==> src/rtl/down_counter_modn_pkg.sv <==
// Shared types and defaults for the mod-N down counter.
// State encoding and clamp ceiling used by the top and its bench.
package down_counter_modn_pkg;

  typedef enum logic [1:0] {
    IDLE = 2'b00,
    RUN  = 2'b01,
    DONE = 2'b10
  } state_t;

  localparam int DEF_WIDTH  = 4;
  localparam int DEF_MOD    = 9;
  localparam int DEF_MAXVAL = DEF_MOD - 1;

endpackage

==> src/rtl/down_count_core.sv <==
// Count register: synchronous active-low reset, load, enabled decrement,
// plus zero/one detection for the controlling FSM.
module down_count_core #(
  parameter int WIDTH = 4
) (
  input  logic             clk,
  input  logic             rst_n,
  input  logic             load,
  input  logic [WIDTH-1:0] load_val,
  input  logic             dec,
  output logic [WIDTH-1:0] cnt,
  output logic             is_zero,
  output logic             is_one
);

  always_ff @(posedge clk) begin
    if (!rst_n)    cnt <= '0;
    else if (load) cnt <= load_val;
    else if (dec)  cnt <= cnt - WIDTH'(1);
  end

  assign is_zero = (cnt == '0);
  assign is_one  = (cnt == WIDTH'(1));

endmodule

==> src/rtl/down_counter_modn.sv <==
// Loadable mod-N down counter with registered one-cycle terminal-count pulse.
// Define AUTO_RELOAD_EN for periodic reload from the last loaded value.
import down_counter_modn_pkg::*;

module down_counter_modn #(
  parameter int WIDTH = DEF_WIDTH,
  parameter int MOD   = DEF_MOD
) (
  input  logic             Clk,
  input  logic             Reset,
  input  logic             En,
  input  logic             Load,
  input  logic [WIDTH-1:0] LoadVal,
  output logic [WIDTH-1:0] Out,
  output logic             Tc,
  output logic             Busy,
  output logic             Done
);

  localparam logic [WIDTH-1:0] MAXVAL = WIDTH'(MOD - 1);

  state_t           state, state_nxt;
  logic             tc_nxt;
  logic [WIDTH-1:0] load_clamped;
  logic             is_zero, is_one;
  logic             core_load, core_dec;
  logic [WIDTH-1:0] core_val;

  assign load_clamped = (LoadVal > MAXVAL) ? MAXVAL : LoadVal;

`ifdef AUTO_RELOAD_EN
  logic [WIDTH-1:0] rel_reg;

  always_ff @(posedge Clk) begin
    if (!Reset)    rel_reg <= '0;
    else if (Load) rel_reg <= load_clamped;
  end

  // Wrapping past zero reuses the core's load path with the stored period.
  assign core_load = Load | ((state == RUN) & En & is_zero);
  assign core_val  = Load ? load_clamped : rel_reg;
`else
  assign core_load = Load;
  assign core_val  = load_clamped;
`endif

  assign core_dec = (state == RUN) & En & ~is_zero & ~Load;

  down_count_core #(.WIDTH(WIDTH)) u_core (
    .clk      (Clk),
    .rst_n    (Reset),
    .load     (core_load),
    .load_val (core_val),
    .dec      (core_dec),
    .cnt      (Out),
    .is_zero  (is_zero),
    .is_one   (is_one)
  );

  always_ff @(posedge Clk) begin
    if (!Reset) begin
      state <= IDLE;
      Tc    <= 1'b0;
    end else begin
      state <= state_nxt;
      Tc    <= tc_nxt;
    end
  end

  always_comb begin
    state_nxt = state;
    tc_nxt    = 1'b0;
    if (Load) begin
      tc_nxt = (load_clamped == '0);
`ifdef AUTO_RELOAD_EN
      state_nxt = RUN;
`else
      state_nxt = (load_clamped == '0) ? DONE : RUN;
`endif
    end else if (state == RUN && En) begin
`ifdef AUTO_RELOAD_EN
      // A zero period means every enabled edge is a terminal count.
      tc_nxt = is_one | (is_zero & (rel_reg == '0));
`else
      if (is_one) begin
        state_nxt = DONE;
        tc_nxt    = 1'b1;
      end
`endif
    end
  end

  assign Busy = (state == RUN);
  assign Done = (state == DONE);

endmodule

==> config.mk <==
export PLATFORM = sky130hd
export DESIGN_NAME = down_counter_modn
export DESIGN_NICKNAME = d
export VERILOG_FILES = /design/src/rtl/down_counter_modn_pkg.sv /design/src/rtl/down_count_core.sv /design/src/rtl/down_counter_modn.sv
export SDC_FILE = /design/constraint.sdc
export NUM_CORES = 1
export LEC_CHECK = 0
export ABC_AREA = 1
export CORE_AREA = 2 2 39 41
export DETAILED_ROUTE_END_ITERATION = 6
export DIE_AREA = 0 0 41 43
export HOLD_SLACK_MARGIN = 0.02
export PLACE_DENSITY_LB_ADDON = 0.2
export SLEW_MARGIN = 10
export SYNTH_ARGS = -nofsm -noshare
export SYNTH_HDL_FRONTEND = slang
export SYNTH_SLANG_ARGS = --single-unit
==> constraint.sdc <==
create_clock -name Clk -period 1.6 [get_ports Clk]
set_clock_uncertainty 0.15 [all_clocks]
set_input_delay 0.32 -clock Clk [delete_from_list [all_inputs] [get_ports Clk]]
set_output_delay 0.32 -clock Clk [all_outputs]
set_load 0.02 [all_outputs]
Word level (Yosys, flattened, before mapping). Cells that the tools add are included.

Add/subtract/negate cells: 1. Order comparisons: 1. Equal/unequal tests: 3. Mux-type cells: 10. Bitwise logic cells: 5. Reduce and logical (&&, ||, !) cells: 7.

Operators by type and width (count): $mux W4 (3); $logic_not A4 Y1 (2); $mux W2 (4); $reduce_bool A2 Y1 (3); $eq A4 B1 Y1 const B (1); $gt A4 B4 Y1 const B (1); $sub A4 B1 Y4 const B (1); $and A1 B1 Y1 (3); $mux W1 (3); $eq A2 B1 Y1 const B (1); $eq A2 B2 Y1 const B (1); $not A1 Y1 (2); $reduce_and A2 Y1 (1); $logic_and A1 B1 Y1 (1).

Register bits after elaboration: 7. Input port bits: 8. Output and inout bits: 7. Logic and storage cells: 30.

Longest topological paths before layout.
Word-level depth: 6. Gate-level depth with buffers: 8. Mapped depth without buffers: 8.

Cells and area by module. From an unflattened synthesis, not the netlist that was laid out.

Cells, all modules: 71. Area total of the unflattened synthesis: 456.7 sq um.

Modules (own cells, without submodules): down_count_core (instances 1, cells an instance 43, area each 267.8 sq um, sequential area each 80.1 sq um); down_counter_modn (instances 1, cells an instance 28, area each 188.9 sq um, sequential area each 60.1 sq um).

Least setup slack after synthesis. No wires, ideal clock.

Path kind: reg-to-reg. Start: reg u_core.cnt[0]. End: reg u_core.cnt[3]. Library setup time: 0.116 ns. Arrival: 1.237 ns. Data required time: 1.334 ns. Slack: 0.098 ns. Stages on the path, launching flop included: 9. Path buffers: 0. Clock period less this slack: 1.502 ns. Cells stage by stage: dfxtp_1 -> inv_1 -> ha_1 -> nand3_1 -> nand2_2 -> nand3_1 -> nand2_1 -> nor2_1 -> nor2_1.

Cells in the longest elaborated chain, start to end: 5. Elaborated cells on any way between the ends: 8. Those cells by class: add/sub: 1; mux: 2; bitwise: 3; reduce/logical: 2.

Ends and longest elaborated chain: start: declaration (line down_count_core.sv:11) `output logic [WIDTH-1:0] cnt,`; start signal: assignment (line down_count_core.sv:18) `else if (load) cnt <= load_val;`; start signal: assignment (line down_count_core.sv:19) `else if (dec) cnt <= cnt - WIDTH'(1);`; parallel branches: the longest is 5 deep, another holds $sub A4 B1 Y4.

Several ways; the timed one is not identified. The select of a mux whose other input is x is not followed. A chain may end at the register's enable or synchronous reset.

Worst setup path after layout.
Start: reg state[1]. End: out Done.

Cells in the longest elaborated chain, start to end: 1.

Ends and longest elaborated chain: start: declaration (line down_counter_modn.sv:22) `state_t state, state_nxt;`; start signal: assignment (line down_counter_modn.sv:65) `state <= state_nxt;`; $eq A2 B2 Y1 (line down_counter_modn.sv:94) `assign Done = (state == DONE);`; end: declaration (line down_counter_modn.sv:17) `output logic Done`.

No other way between the ends.

==> metrics.cfg <==
[global_route]
grt_pass1_wl_um = 1670
grt_pass1_vias = 449
grt_max_degree = 9
antenna_found_initial = 0
grt_overflow = 0
track_usage_pct = 14.2

[critical_path]
worstPathArrival_ps = 1050
critPathCapture = Done
worst_setup_path_end_kind = output pin
r2r-start = u_core.cnt[0]$_SDFFE_PN0P_
startpoint = state[1]$_SDFFE_PN0P_
setup.worst_path.class = flip-flop to output pin
required_ps = 1130
rrSetupSlack_ps = 130
reg2reg_to = u_core.cnt[3]$_SDFFE_PN0P_
r2r_cells = 8
critPathLaunchType = flip-flop
cp_max_fo = 2

[timing]
slew_headroom_pct = 85.5
tightestPinTransition_ps = 218
rsz0062_at_grt = no
setup_viol = 0
slew_violations = 0
tns_ps = 0
hold_viol_final = 0
min_period_ps = 1520
period_share_pct = 95.1
fmax_ghz = 0.658
hold_slack_ps = 335

[pwr]
p_sw_share_pct = 30.0
pwr-share-comb_pct = 28.5
p_int_mw = 0.345
p_leak_nw = 0.327
power_frac_seq_pct = 40.1
power_density_nw_per_um2 = 775
irDropWorstVdd_v = 0.000347
pwr-share-clk_pct = 31.4
switching_power_mw = 0.148

[cells_and_area]
insertedDiodeCount = 0
final_nets = 99
final_util_pct = 45.9
final_cell_mix = nand3_1 (14), nand2_1 (11), inv_1 (8), nor2_1 (8)
final_common_cell = nand3_1
fillerInstances = 150
area_delta_synth_final_pct = 44.7
drive_above_1_share_pct = 17.0

[clocking]
cts_sinks = 7
numCtsBuffers = 3
clock-root-buffer = clkbuf_4
cts_htree_levels = 1
cts_hold_buf = 0
insertion_delay_ps = 250
cts.clk_slew.worst_paths_ps = 50
clk_path_buf_depth = 2
cts_tree = yes

[routing]
drc = 0
first_pass_iters = 4
wl_per_cell_um = 8.89
vias = 476
drtAntennaViolNets = 0
drt_iter0_drc = 10
wirelength_um = 925
viasPerCell = 4.58

[hold_path]
holdCritPathClass = flip-flop to flip-flop

[die]
die_y_um = 43
die-area_um2 = 1760
die_w_um = 41
core_um2 = 1380
initial_utilization_pct = 31.7
fp-row-count = 14
io_pins = 15

[run]
cap_violations = 0

[placement]
hpwl_um = 794
portBuffers = 14
gp_congestion = 0.791

[synthesis]
ys_ff_latch = 7
yosysSeqAreaShare_pct = 31.9
syn_inst = 67
synth_nets = 77
synth_area_per_cell_um2 = 6.55
syn_area_um2 = 439
synth_warnings = 0
ys_types = 15

[run_status]
status = complete, no violations

## power groups by stage
| stage | registers, mW | logic (mW) | clock network, mW |
|---|---|---|---|
| finish | 0.198 | 0.141 | 0.155 |
| global route | 0.199 | 0.159 | 0.171 |
| global placement | 0.202 | 0.152 | 0 |
| detailed placement | 0.202 | 0.150 | 0 |
| CTS | 0.198 | 0.142 | 0.162 |
| floorplan | 0.210 | 0.0778 | 0 |
## cell families (layout without fill, tap and decap cells)
kind of cell             after synthesis  count (layout)  synth area share (%)
AND/OR/NAND/NOR                       38              38                  40.5
buffers and inverters                 12              33                  12.0
AO/OA/AOI/OAI                          8               8                  9.97
flip-flops                             7               7                  31.9
adder cells (fa/ha/maj)                2               2                  5.70
## layout make-up
class	instances	area (um^2)	share of cell area, %
well taps	16	20.0	3.15
inverters	11	41.3	6.50
clock buffers	4	26.3	4.13
repair buffers	18	161	25.4
multi-input cells	48	246	38.8
flip-flops and latches	7	140	22.0
## worst max-delay path, stage by stage (launching register included)
cell and delay, ps:
dfxtp_1 350, inv_2 50, nor2_1 70, dlygate4sd2_1 330
## sequential cells by signal, indices dropped and copies added, names as in the netlist
| signal | count |
|---|---|
| state | 2 |
| u_core.cnt | 4 |
| Tc | 1 |
## cells in the mapped netlist
library cell  instances  share of area [%]
nand4_1               1                1.4
a21oi_2               1                2.0
inv_2                 3                2.6
nand2_1              11                9.4
nand3_1              14                 16
ha_1                  2                5.7
o21ai_0               3                3.4
dfxtp_1               7                 32
nand2_2               3                4.3
nor2_1                8                6.8
buf_6                 1                2.6
nor2_4                1                2.6
o21ai_1               1                1.1
inv_1                 8                6.8
a21oi_1               3                3.4
## metrics by stage
| stage | cells | setup slack [ps] | cell area, um^2 | power, mW |
|---|---|---|---|---|
| global route | 104 | 12.4 | 636 | 0.529 |
| finish | 104 | 79.1 | 636 | 0.493 |
| detailed placement | 100 | -11.9 | 618 | 0.351 |
| global placement | 100 | 3.10 | 618 | 0.354 |
| CTS | 104 | 61.5 | 636 | 0.502 |
| floorplan | 67 | 97.7 | 439 | 0.288 |
## timing repair
| item | 4_1_cts | 5_1_grt |
|---|---|---|
| gates resized for setup | 7 | 0 |
| setup endpoints to repair | 7 | 0 |
| setup buffers | 0 | 0 |
## layer usage
metal / up-vias / part of all wire, % / GRT usage [%]
met2: 11 / 52 / 21.3
met3: 2 / 4.5 / 4.71
met4: 0 / 1.5 / 10.0
li1: 257 / - / -
met1: 206 / 42 / 16.0
met5: - / 0 / 0
## worst min-delay path by stage
stage,slack (ps),depth (start not counted),end,from
after detailed placement,330,2,state[1]$_SDFFE_PN0P_,state[1]$_SDFFE_PN0P_
after floorplan,290,2,Tc$_SDFF_PN0_,Reset
after CTS,340,2,state[1]$_SDFFE_PN0P_,state[1]$_SDFFE_PN0P_
after global routing,370,2,state[1]$_SDFFE_PN0P_,state[1]$_SDFFE_PN0P_
after global placement,330,2,state[1]$_SDFFE_PN0P_,state[1]$_SDFFE_PN0P_
final,340,2,state[1]$_SDFFE_PN0P_,state[1]$_SDFFE_PN0P_
No activity file was read; power rests on OpenSTA's default activity.
